### src/rtl/shift_arbiter.sv
// Arbitrates the ALU (requester 0) and the multi-cycle unit (requester 1) onto one external
// barrel shifter. Optional per-requester perf counters: define SHIFT_ARB_PERF_EN.
module shift_arbiter #(
   parameter bit FIXED_PRIO = 1'b0
) (
   input  logic        clk,
   input  logic        reset,
   input  logic [1:0]  req_valid,
   output logic [1:0]  req_ready,
   input  logic [1:0]  req_op0,
   input  logic [1:0]  req_op1,
   input  logic [31:0] req_data0,
   input  logic [31:0] req_data1,
   input  logic [4:0]  req_amt0,
   input  logic [4:0]  req_amt1,
   output logic [1:0]  rsp_valid,
   input  logic [1:0]  rsp_ready,
   output logic [31:0] rsp_data,
   output logic        rsp_err,
   output logic [31:0] sh_m,
   output logic [4:0]  sh_n,
   output logic        sh_is_lsl,
   output logic        sh_is_lsr,
   output logic        sh_is_asr,
   input  logic [31:0] sh_result
`ifdef SHIFT_ARB_PERF_EN
  ,output logic [31:0] perf_grant0,
   output logic [31:0] perf_grant1,
   output logic [31:0] perf_stall
`endif
);

   typedef enum logic [1:0] {
      S_IDLE = 2'd0,
      S_EXEC = 2'd1,
      S_RESP = 2'd2
   } state_t;

   state_t      r_state;
   state_t      w_next_state;
   logic        r_last_grant;
   logic        r_owner;
   logic        r_err;
   logic [31:0] r_sh_m;
   logic [4:0]  r_sh_n;
   logic        r_lsl;
   logic        r_lsr;
   logic        r_asr;
   logic [31:0] r_rsp_data;
   logic        r_rsp_err;

   logic        w_grant;
   logic        w_accept;
   logic        w_rsp_done;
   logic [1:0]  w_sel_op;
   logic [31:0] w_sel_data;
   logic [4:0]  w_sel_amt;

   // Ties alternate against last_grant unless fixed priority pins them to requester 0.
   always_comb begin
      w_grant = 1'b0;
      if (req_valid == 2'b10)
         w_grant = 1'b1;
      else if (req_valid == 2'b11)
         w_grant = FIXED_PRIO ? 1'b0 : ~r_last_grant;
   end

   assign req_ready  = (r_state == S_IDLE && !reset && req_valid != 2'b00) ?
                       (w_grant ? 2'b10 : 2'b01) : 2'b00;
   assign w_accept   = |(req_valid & req_ready);
   assign w_sel_op   = w_grant ? req_op1   : req_op0;
   assign w_sel_data = w_grant ? req_data1 : req_data0;
   assign w_sel_amt  = w_grant ? req_amt1  : req_amt0;
   assign w_rsp_done = (r_state == S_RESP) && rsp_ready[r_owner];

   // NOTE: every always_comb output gets a default first, so no path can infer a latch.
   always_comb begin
      w_next_state = r_state;
      case (r_state)
         S_IDLE:  if (w_accept) w_next_state = S_EXEC;
         S_EXEC:  w_next_state = S_RESP;
         S_RESP:  if (w_rsp_done) w_next_state = S_IDLE;
         default: w_next_state = S_IDLE;
      endcase
   end

   // NOTE: sequential state uses non-blocking assignments only, so all registers see pre-edge values.
   always_ff @(posedge clk) begin
      if (reset) begin
         r_state      <= S_IDLE;
         r_last_grant <= 1'b1;
         r_owner      <= 1'b0;
         r_err        <= 1'b0;
         r_sh_m       <= '0;
         r_sh_n       <= '0;
         r_lsl        <= 1'b0;
         r_lsr        <= 1'b0;
         r_asr        <= 1'b0;
         r_rsp_data   <= '0;
         r_rsp_err    <= 1'b0;
      end else begin
         r_state <= w_next_state;
         case (r_state)
            S_IDLE: begin
               if (w_accept) begin
                  r_sh_m       <= w_sel_data;
                  r_sh_n       <= w_sel_amt;
                  r_lsl        <= (w_sel_op == 2'b00);
                  r_lsr        <= (w_sel_op == 2'b01);
                  r_asr        <= (w_sel_op == 2'b11);
                  r_err        <= (w_sel_op == 2'b10);
                  r_owner      <= w_grant;
                  r_last_grant <= w_grant;
               end
            end
            S_EXEC: begin
               r_rsp_data <= r_err ? 32'd0 : sh_result;
               r_rsp_err  <= r_err;
            end
            S_RESP: begin
               // Shifter inputs go quiet while idle; the response payload stays put.
               if (w_rsp_done) begin
                  r_sh_m <= '0;
                  r_sh_n <= '0;
                  r_lsl  <= 1'b0;
                  r_lsr  <= 1'b0;
                  r_asr  <= 1'b0;
                  r_err  <= 1'b0;
               end
            end
            default: ;
         endcase
      end
   end

   assign rsp_valid = (r_state == S_RESP) ? (r_owner ? 2'b10 : 2'b01) : 2'b00;
   assign rsp_data  = r_rsp_data;
   assign rsp_err   = r_rsp_err;
   assign sh_m      = r_sh_m;
   assign sh_n      = r_sh_n;
   assign sh_is_lsl = r_lsl;
   assign sh_is_lsr = r_lsr;
   assign sh_is_asr = r_asr;

`ifdef SHIFT_ARB_PERF_EN
   logic [31:0] r_perf_grant0;
   logic [31:0] r_perf_grant1;
   logic [31:0] r_perf_stall;

   always_ff @(posedge clk) begin
      if (reset) begin
         r_perf_grant0 <= '0;
         r_perf_grant1 <= '0;
         r_perf_stall  <= '0;
      end else begin
         if (w_accept && !w_grant) r_perf_grant0 <= r_perf_grant0 + 32'd1;
         if (w_accept && w_grant)  r_perf_grant1 <= r_perf_grant1 + 32'd1;
         if (req_valid != 2'b00 && req_ready == 2'b00) r_perf_stall <= r_perf_stall + 32'd1;
      end
   end

   assign perf_grant0 = r_perf_grant0;
   assign perf_grant1 = r_perf_grant1;
   assign perf_stall  = r_perf_stall;
`endif

endmodule

### config.mk
export PLATFORM = sky130hd
export DESIGN_NAME = shift_arbiter
export DESIGN_NICKNAME = d
export VERILOG_FILES = /design/src/rtl/shift_arbiter.sv
export SDC_FILE = /design/constraint.sdc
export NUM_CORES = 1
export LEC_CHECK = 0
export ABC_AREA = 1
export CORE_MARGIN = 5
export CORE_UTILIZATION = 36
export CTS_CLUSTER_SIZE = 30
export DETAILED_ROUTE_END_ITERATION = 7
export PLACE_DENSITY = 0.78
export SLEW_MARGIN = 40
export SYNTH_ARGS = -nofsm -noshare
export SYNTH_HDL_FRONTEND = slang
export SYNTH_SLANG_ARGS = --single-unit
### constraint.sdc
create_clock -name clk -period 1.2 [get_ports clk]
set_input_delay 0.24 -clock clk [delete_from_list [all_inputs] [get_ports clk]]
set_output_delay 0.24 -clock clk [all_outputs]
set_load 0.02 [all_outputs]
### Word-level counts from Yosys, hierarchy flattened

Cells that the tools add are included.

| cells by class | value |
|---|---|
| multiplexer cells | 30 |
| reduce and logical (&&, ||, !) cells | 12 |
| magnitude comparators | 1 |
| bitwise logic cells | 2 |
| equality and inequality tests | 9 |

Operators with widths:

| kind | number |
|---|---|
| $mux 32 | 4 |
| $pmux 32 s2 | 1 |
| $mux 5 | 3 |
| $mux 2 | 7 |
| $eq 2x2->1 const B | 5 |
| $pmux 5 s2 | 1 |
| $mux 1 | 9 |
| $pmux 1 s2 | 4 |
| $pmux 2 s3 | 1 |
| $eq 2x1->1 const B | 2 |
| $logic_not 2->1 | 2 |
| $ne 2x2->1 const B | 2 |
| $reduce_and 2->1 | 2 |
| $reduce_bool 2->1 | 2 |
| $logic_and 1x1->1 | 3 |
| $reduce_and 3->1 | 1 |
| $and 2x2->2 | 1 |
| $lt 1x2->1 const B | 1 |
| $reduce_or 2->1 | 1 |
| $logic_not 1->1 | 1 |
| $not 1->1 | 1 |

| storage, ports and cells | value |
|---|---|
| bits in registers | 78 |

### Longest topological paths before layout

Gate-level depths: netlist of the first run.

| logic depth | value |
|---|---|
| word-level depth | 9 |
| mapped depth | 9 |
| gate-level depth less buffers | 8 |

### Worst setup path before layout of the first run

OpenSTA, ideal clock, no wires.

| timing | value |
|---|---|
| path type | reg-to-output |
| start | reg r_last_grant |
| end | out req_ready[0] |
| setup slack | -0.058 ns |
| buffers on the path | 1 |
| required time | 0.960 ns |
| cell stages (with the launch flop) | 6 |
| arrival | 1.018 ns |
| cell sequence | dfxtp_1 > nand2_1 > nand2_2 > inv_2 > buf_2 > nor2_1 |

| between the ends | value |
|---|---|
| word-level cells in the longest chain between the ends | 5 |

Ends and longest elaborated chain:

| element | line | RTL |
|---|---|---|
| start: declaration | 41 | `logic r_last_grant;` |
| start signal: assignment | 113 | `r_last_grant <= w_grant;` |
| $not 1->1 | 65 | `w_grant = FIXED_PRIO ? 1'b0 : ~r_last_grant;` |
| $mux 1 | 64 | `else if (req_valid == 2'b11)` |
| $mux 1 | 62 | `if (req_valid == 2'b10)` |
| $mux 2 | 69 | `(w_grant ? 2'b10 : 2'b01) : 2'b00;` |
| $mux 2 | 68 | `assign req_ready = (r_state == S_IDLE && !reset && req_valid != 2'b00) ?` |
| end: declaration | 9 | `output logic [1:0] req_ready,` |

No other way between the ends.

### Worst setup path in the final report of the first run

| timing | value |
|---|---|
| start | reg r_state[0] |
| end | out rsp_valid[1] |

| between the ends | value |
|---|---|
| word-level cells in the longest chain between the ends | 2 |

Ends and longest elaborated chain:

| element | line | RTL |
|---|---|---|
| start: declaration | 39 | `state_t r_state;` |
| start signal: assignment | 102 | `r_state <= w_next_state;` |
| $eq 2x2->1 | 136 | `assign rsp_valid = (r_state == S_RESP) ? (r_owner ? 2'b10 : 2'b01) : 2'b00;` |
| $mux 2 | 136 |  |
| end: declaration | 16 | `output logic [1:0] rsp_valid,` |

No other way between the ends.

==> results.sh, run 1 <==
export IMPL_start_kind="flip-flop"
export IMPL_min_from="sh_result[28]"
export IMPL_slowest_delay_ns=0.36
export IMPL_p_leak_nw=3.040
export IMPL_min_delay_path_depth=3
export IMPL_setup_violations=81
export IMPL_viasPerCell=4.717
export IMPL_rr_startpoint="r_state[0]$_SDFFE_PP0P_"
export IMPL_place_gp_congestion=0.7906
export IMPL_io_buffer_count=192
export IMPL_seq_area_frac_synth_pct=43.30
export IMPL_die_area_um2=12120
export IMPL_antenna_found_initial=0
export IMPL_tritoncts="built"
export IMPL_synth_fa_ha_area_share_pct=0
export IMPL_rsz0062_at_grt="yes"
export IMPL_dpl_hpwl_mm=8.955
export IMPL_clock_sinks=78
export IMPL_first_iter_violations=201
export IMPL_ys_ff_latch=78
export IMPL_path_delay_family="flip-flops"
export IMPL_cp_slowest_cell="dfxtp_4"
export IMPL_numCtsBuffers=9
export IMPL_maxSlewHeadroom_pct=76.02
export IMPL_status="finished with violations"
export IMPL_core_rowCount=36
export IMPL_synthMuxAreaShare_pct=0
export IMPL_avgSynthCellArea_um2=6.486
export IMPL_cts_htree_levels=3
export IMPL_final_antenna_net_count=0
export IMPL_fin_worst_skew_ns=0.02005
export IMPL_ff2ff_setup_slack_ns=-0.27
export IMPL_powerDensity_nw_per_um2=1307
export IMPL_die_h_um=110.1
export IMPL_syn_inst=556
export IMPL_wirelength_mm=13.55
export IMPL_overflow=0
export IMPL_critPathKind="reg -> out"
export IMPL_clk_path_buf_depth=2
export IMPL_cap_violations=0
export IMPL_utilization_pct=65.26
export IMPL_core_um2=9774
export IMPL_yosys_warnings=0
export IMPL_synthXorXnorAreaFrac_pct=0
export IMPL_ios=193
export IMPL_hp_class="in -> reg"
export IMPL_grt_use_met2_pct=36.05
export IMPL_synth_cell_types=22
export IMPL_min_delay_worst_endpoint="rsp_data[28]$_SDFFE_PP0N_"
export IMPL_synth_area_um2=3606
export IMPL_final_cells=907
export IMPL_grt_max_degree=44
export IMPL_min_period_ns=1.511
export IMPL_synth_nets=672
export IMPL_drive_above_1_share_pct=27.39
export IMPL_cp_buffers_inverters=3
export IMPL_arrival_ns=1.27
export IMPL_grt_pass1_vias=4143
export IMPL_required_ns=0.96
export IMPL_met3_usage_pct=5.708
export IMPL_drc_errors=0
export IMPL_grt_usage_pct=20.78
export IMPL_area_delta_synth_final_pct=76.89
export IMPL_cts_hold_fix_buffers=0
export IMPL_rr_endpoint="sh_m[6]$_SDFFE_PP0P_"
export IMPL_nets=885
export IMPL_synth_top_family_by_area="simple AND/OR/NAND/NOR gates"
export IMPL_cts_root_buffer="clkbuf_8"
export IMPL_violations="negative setup slack"
export IMPL_die_w_um=110.1
export IMPL_place_inst=868
export IMPL_max_clock_freq_ghz=0.6620
export IMPL_grt_pass1_wl_mm=19.93
export IMPL_endpoint_kind="output port"
export IMPL_ir_drop_uv=847.3
export IMPL_path_cells="buf_6 > nor2_4 > inv_4 > nor2_4 > buf_6"
export IMPL_clk_pin_slew_worst_paths_ns=0.08
export IMPL_met1_usage_pct=24.78
export IMPL_reg2reg_depth=9
export IMPL_diodes=0
export IMPL_finalCritPeriodShare_pct=125.9
export IMPL_slew_viol_final=0
export IMPL_worst_slack_ns=-0.3106
export IMPL_clock_latency_ns=0.36
export IMPL_synthSimpleGateAreaFrac_pct=33.97
export IMPL_dr_pass1_iters=4
export IMPL_synth_compound_area_share_pct=11.76
export IMPL_busiest_layer="met2"
export IMPL_wire_per_inst_um=14.94
export IMPL_vias=4278
export IMPL_max_slew_worst_pin_slew_ns=0.3583
export IMPL_initial_core_util_pct=36.89
export IMPL_hold_viol=0
export IMPL_crit_fanout=3
placed cells by master (no fill, tap or decap), drive strengths merged:
master	synthesis	final
clkbuf	11	12
nor2	120	120
bufinv	0	2
nand2	179	179
nand3	14	14
o22ai	2	2
buf	23	117
inv	59	61
a21oi	39	39
o21ai	2	2
dfxtp	78	78
bufbuf	0	1
nor3	1	1
nand3b	1	1
clkinv	0	3
a22oi	27	27
dlygate4sd2	0	3
clkdlybuf4s50	0	112
layer usage:
layer | vias to the layer above | part of all wire [%]
met5 | - | 0
met4 | 0 | 2.6
met3 | 30 | 7.5
met2 | 154 | 50
met1 | 1958 | 40
li1 | 2136 | -
where the power goes:
part / switching, mW / total [mW] / internal (mW)
Clock: 1.05 / 2.25 / 1.20
Sequential: 0.157 / 3.04 / 2.88
Combinational: 1.63 / 3.05 / 1.43
kinds of logic (layout without fill, tap and decap cells):
family | after synthesis | after routing
buffers and inverters | 93 | 311
flip-flops | 78 | 78
AND/OR/NAND/NOR | 315 | 315
AO/OA/AOI/OAI | 70 | 70
worst max-delay path by stage:
stage	cells after the start	end	slack, ns	start
floorplan	5	rsp_valid[0]	-0.03	r_state[1]$_SDFFE_PP0P_
finish	5	rsp_valid[1]	-0.31	r_state[0]$_SDFFE_PP0P_
CTS	5	rsp_valid[0]	-0.27	r_state[0]$_SDFFE_PP0P_
global placement	6	req_ready[0]	-0.76	req_valid[0]
global route	5	rsp_valid[1]	-0.35	r_state[0]$_SDFFE_PP0P_
detailed placement	6	req_ready[0]	-0.82	req_valid[0]
cell type report:
cell class / instances / area [µm²]
Tap cell: 133 / 166.4
Clock buffer: 9 / 123.9
Timing Repair Buffer: 236 / 2212
Fill cell: 842 / 3396
Clock inverter: 7 / 106.4
Inverter: 59 / 226.5
Sequential cell: 78 / 1568
Multi-Input combinational cell: 385 / 1976
stage by stage:
stage	instance area (µm²)	setup WS [ns]	setup TNS, ns	hold slack (ns)	power [mW]
after detailed placement	5754	-0.8226	-38.11	0.4624	5.763
after global placement	5754	-0.7623	-34.57	0.4508	5.696
final	6379	-0.3106	-14.82	0.4546	8.340
after floorplan	3626	-0.03364	-0.06729	0.3839	4.484
after global routing	6379	-0.3466	-19.50	0.4470	8.808
after CTS	6163	-0.2683	-13.40	0.4463	8.231
state kept, by name, indices dropped and copies added, names as in the netlist:
signal / count
sh_is_lsl: 1
rsp_data: 32
sh_n: 5
sh_m: 32
r_err: 1
r_owner: 1
rsp_err: 1
sh_is_lsr: 1
sh_is_asr: 1
r_last_grant: 1
r_state: 2
cells in the mapped netlist (all sizes together):
cell type | instances | area [µm²]
nand2 | 179 | 674.4
nor2 | 120 | 468.0
dfxtp | 78 | 1562
inv | 59 | 221.5
a21oi | 39 | 198.9
a22oi | 27 | 202.7
buf | 23 | 132.6
nand3 | 14 | 70.07
clkbuf | 11 | 41.29
o21ai | 2 | 10.00
o22ai | 2 | 12.51
nand3b | 1 | 7.510
nor3 | 1 | 5.000
what timing repair did:
item	4_1_cts	5_1_grt
hold endpoints to repair	0	0
setup endpoints to repair	150	90
pin swaps	9	12
gates cloned	7	2
resized for setup	355	78
setup buffers	12	5
worst min-delay path, cell delays in order:
cell             delay, ns
clkdlybuf4s50_1       0.40
nand2_1               0.06
a21oi_1               0.05
Note: power is estimated with default switching activity, not from simulation.
==> run 2, diff against run 1 <==
--- a/config.mk
+++ b/config.mk
@@ -5,12 +5,13 @@
 export SDC_FILE = /design/constraint.sdc
 export NUM_CORES = 1
 export LEC_CHECK = 0
-export ABC_AREA = 1
+export CORE_ASPECT_RATIO = 0.9
 export CORE_MARGIN = 5
-export CORE_UTILIZATION = 36
+export CORE_UTILIZATION = 34
+export CTS_CLUSTER_DIAMETER = 60
 export CTS_CLUSTER_SIZE = 30
 export DETAILED_ROUTE_END_ITERATION = 7
-export PLACE_DENSITY = 0.78
+export PLACE_DENSITY = 0.77
 export SLEW_MARGIN = 40
 export SYNTH_ARGS = -nofsm -noshare
 export SYNTH_HDL_FRONTEND = slang
==> results.sh, run 2 <==
export IMPL_cap_violations=0
export IMPL_ir_drop_uv=760.2
export IMPL_ys_ff_latch=78
export IMPL_busiest_layer="met2"
export IMPL_hold_viol=0
export IMPL_powerDensity_nw_per_um2=1268
export IMPL_endpoint_kind="flip-flop"
export IMPL_core_rowCount=33
export IMPL_overflow=0
export IMPL_design_area_um2=5473
export IMPL_yosys_most_used_dff="dfxtp_1"
export IMPL_worst_slack_ns=-0.3086
export IMPL_maxSlewHeadroom_pct=70.54
export IMPL_arrival_ns=1.78
export IMPL_path_cells="mux2_4 > a221oi_4 > buf_6 > clkbuf_16 > o2bb2ai_1"
export IMPL_tritoncts="built"
export IMPL_initial_core_util_pct=35.28
export IMPL_first_iter_violations=81
export IMPL_nets=640
export IMPL_clock_latency_ns=0.35
export IMPL_final_antenna_net_count=0
export IMPL_critPathKind="reg -> reg"
export IMPL_die_h_um=102.7
export IMPL_drc_errors=0
export IMPL_grt_usage_pct=17.10
export IMPL_synthTopCellsByCount="78 x dfxtp_1, 41 x mux2i_1, 36 x nand2_1"
export IMPL_max_slew_worst_pin_slew_ns=0.4419
export IMPL_rsz0062_at_grt="yes"
export IMPL_yosys_area_top_type="dfxtp_1"
export IMPL_status="finished with violations"
export IMPL_dr_pass1_iters=4
export IMPL_grt_use_met2_pct=31.19
export IMPL_place_gp_congestion=0.7264
export IMPL_grt_max_degree=42
export IMPL_clk_path_buf_depth=2
export IMPL_wirelength_mm=10.72
export IMPL_setup_violations=79
export IMPL_final_common_cell="clkdlybuf4s50_1"
export IMPL_io_buffer_count=192
export IMPL_cts_root_buffer="clkbuf_8"
export IMPL_min_period_ns=1.509
export IMPL_hp_class="in -> reg"
export IMPL_place_inst=625
export IMPL_met3_usage_pct=5.458
export IMPL_syn_inst=317
export IMPL_tns_ns=-14.15
export IMPL_dpl_hpwl_mm=7.560
export IMPL_viasPerCell=4.846
export IMPL_avgSynthCellArea_um2=10.25
export IMPL_synth_nets=433
export IMPL_synth_area_um2=3248
export IMPL_grt_pass1_vias=3300
export IMPL_slew_viol_final=0
export IMPL_crit_fanout=20
export IMPL_clk_pin_slew_worst_paths_ns=0.09
export IMPL_p_leak_nw=2.254
export IMPL_required_ns=1.47
export IMPL_ios=193
export IMPL_finalCritPeriodShare_pct=125.7
export IMPL_wire_per_inst_um=16.47
export IMPL_die_area_um2=11610
export IMPL_synth_edf_count=0
export IMPL_cp_slowest_cell="dfxtp_4"
export IMPL_synthArstFlopShare_pct=0
export IMPL_seq_area_frac_synth_pct=48.07
export IMPL_numCtsBuffers=9
export IMPL_antenna_found_initial=0
export IMPL_clock_sinks=78
export IMPL_max_clock_freq_ghz=0.6629
export IMPL_cts_htree_levels=3
export IMPL_final_cells=651
export IMPL_synthTopCellsByArea="dfxtp_1 48%, mux2i_1 13%, o2bb2ai_1 9.4%"
export IMPL_grt_pass1_wl_mm=16.20
export IMPL_vias=3155
export IMPL_layout_common_cells="113 x clkdlybuf4s50_1, 75 x dfxtp_1, 73 x buf_2, 41 x mux2i_1, 36 x nand2_1"
export IMPL_ff2ff_setup_slack_ns=-0.31
export IMPL_met1_usage_pct=19.12
export IMPL_start_kind="flip-flop"
export IMPL_placed_area_um2=5411
export IMPL_fin_worst_skew_ns=0.01035
export IMPL_yosys_warnings=0
export IMPL_area_delta_synth_final_pct=68.49
export IMPL_slowest_delay_ns=0.38
export IMPL_diodes=0
export IMPL_synth_top_area_share_pct=48.07
export IMPL_core_um2=9208
export IMPL_drive_above_1_share_pct=27.79
export IMPL_synth_cell_types=29
export IMPL_die_w_um=113.0
export IMPL_synth_most_common_cell="dfxtp_1"
export IMPL_violations="negative setup slack"
-- run 2: cell count changes after synthesis, moves of 5 or more --
cell       change
nand3b_1      +32
nand3_1       -14
nor2_1       -112
o2bb2ai_1     +35
a22oi_1       -26
mux2i_1       +41
nand2_1      -142
inv_1         -55
a21oi_1        -5
nand2b_1       +6
-- run 2: report_power, final --
group	switching, mW	internal (mW)	leakage, nW
clock	0.963	1.18	0.0998
combinational	0.908	0.961	1.51
sequential	0.119	2.81	0.642
total	1.99	4.95	2.25
-- run 2: cell type report --
cell class | count | area, µm²
Clock buffer | 11 | 131.4
Inverter | 1 | 3.754
Sequential cell | 78 | 1570
Fill cell | 816 | 3735
Timing Repair Buffer | 224 | 1933
Clock inverter | 5 | 83.83
Tap cell | 122 | 152.6
Multi-Input combinational cell | 210 | 1598
-- run 2: routing by layer --
metal | vias up | wire [µm]
met4 | 0 | 171
met5 | - | 0
met1 | 1473 | 4437
li1 | 1553 | -
met3 | 13 | 756
met2 | 116 | 5355
-- run 2: metrics by stage --
| step | power, mW | setup slack [ns] | utilization (%) | hold WS [ns] |
|---|---|---|---|---|
| detailed placement | 4.916 | -0.9666 | 58.77 | 0.4458 |
| global placement | 4.881 | -0.9485 | 58.77 | 0.4373 |
| finish | 6.942 | -0.3086 | 59.44 | 0.4252 |
| floorplan | 3.887 | -0.1610 | - | 0.4040 |
| CTS | 6.923 | -0.3125 | 59.04 | 0.4145 |
| global route | 7.278 | -0.3788 | 59.44 | 0.4585 |
-- run 2: path summary, 6_finish.rpt --
check / start / to / cells after the start
hold reg to reg: rsp_data[0]$_SDFFE_PP0N_ / rsp_data[0]$_SDFFE_PP0N_ / 2
setup reg to reg: r_owner$_SDFFE_PP0P_ / sh_m[31]$_SDFFE_PP0P_ / 5
setup / recovery: r_owner$_SDFFE_PP0P_ / sh_m[31]$_SDFFE_PP0P_ / 5
hold / removal: req_valid[1] / r_last_grant$_SDFFE_PP1P_ / 3
-- run 2: worst max-delay path: cells and delay by family, from the launching register on --
kind                   cells  cell delay [ns]
AO/OA/AOI/OAI              2             0.38
flip-flops                 1             0.38
multiplexers               1             0.33
buffers and inverters      2             0.34
-- run 2: logic make-up after synthesis --
| family | share of synthesized area (%) |
|---|---|
| flops | 48.07 |
| simple gates | 15.37 |
| compound gates | 18.49 |
| buf+inv | 4.969 |
| mux | 13.10 |
-- run 2: repair_timing --
action,CTS,global route
gates cloned,0,5
pin swaps,5,1
setup endpoints to repair,152,102
gates resized for setup,299,36
setup buffers,2,3
hold buffers,0,0
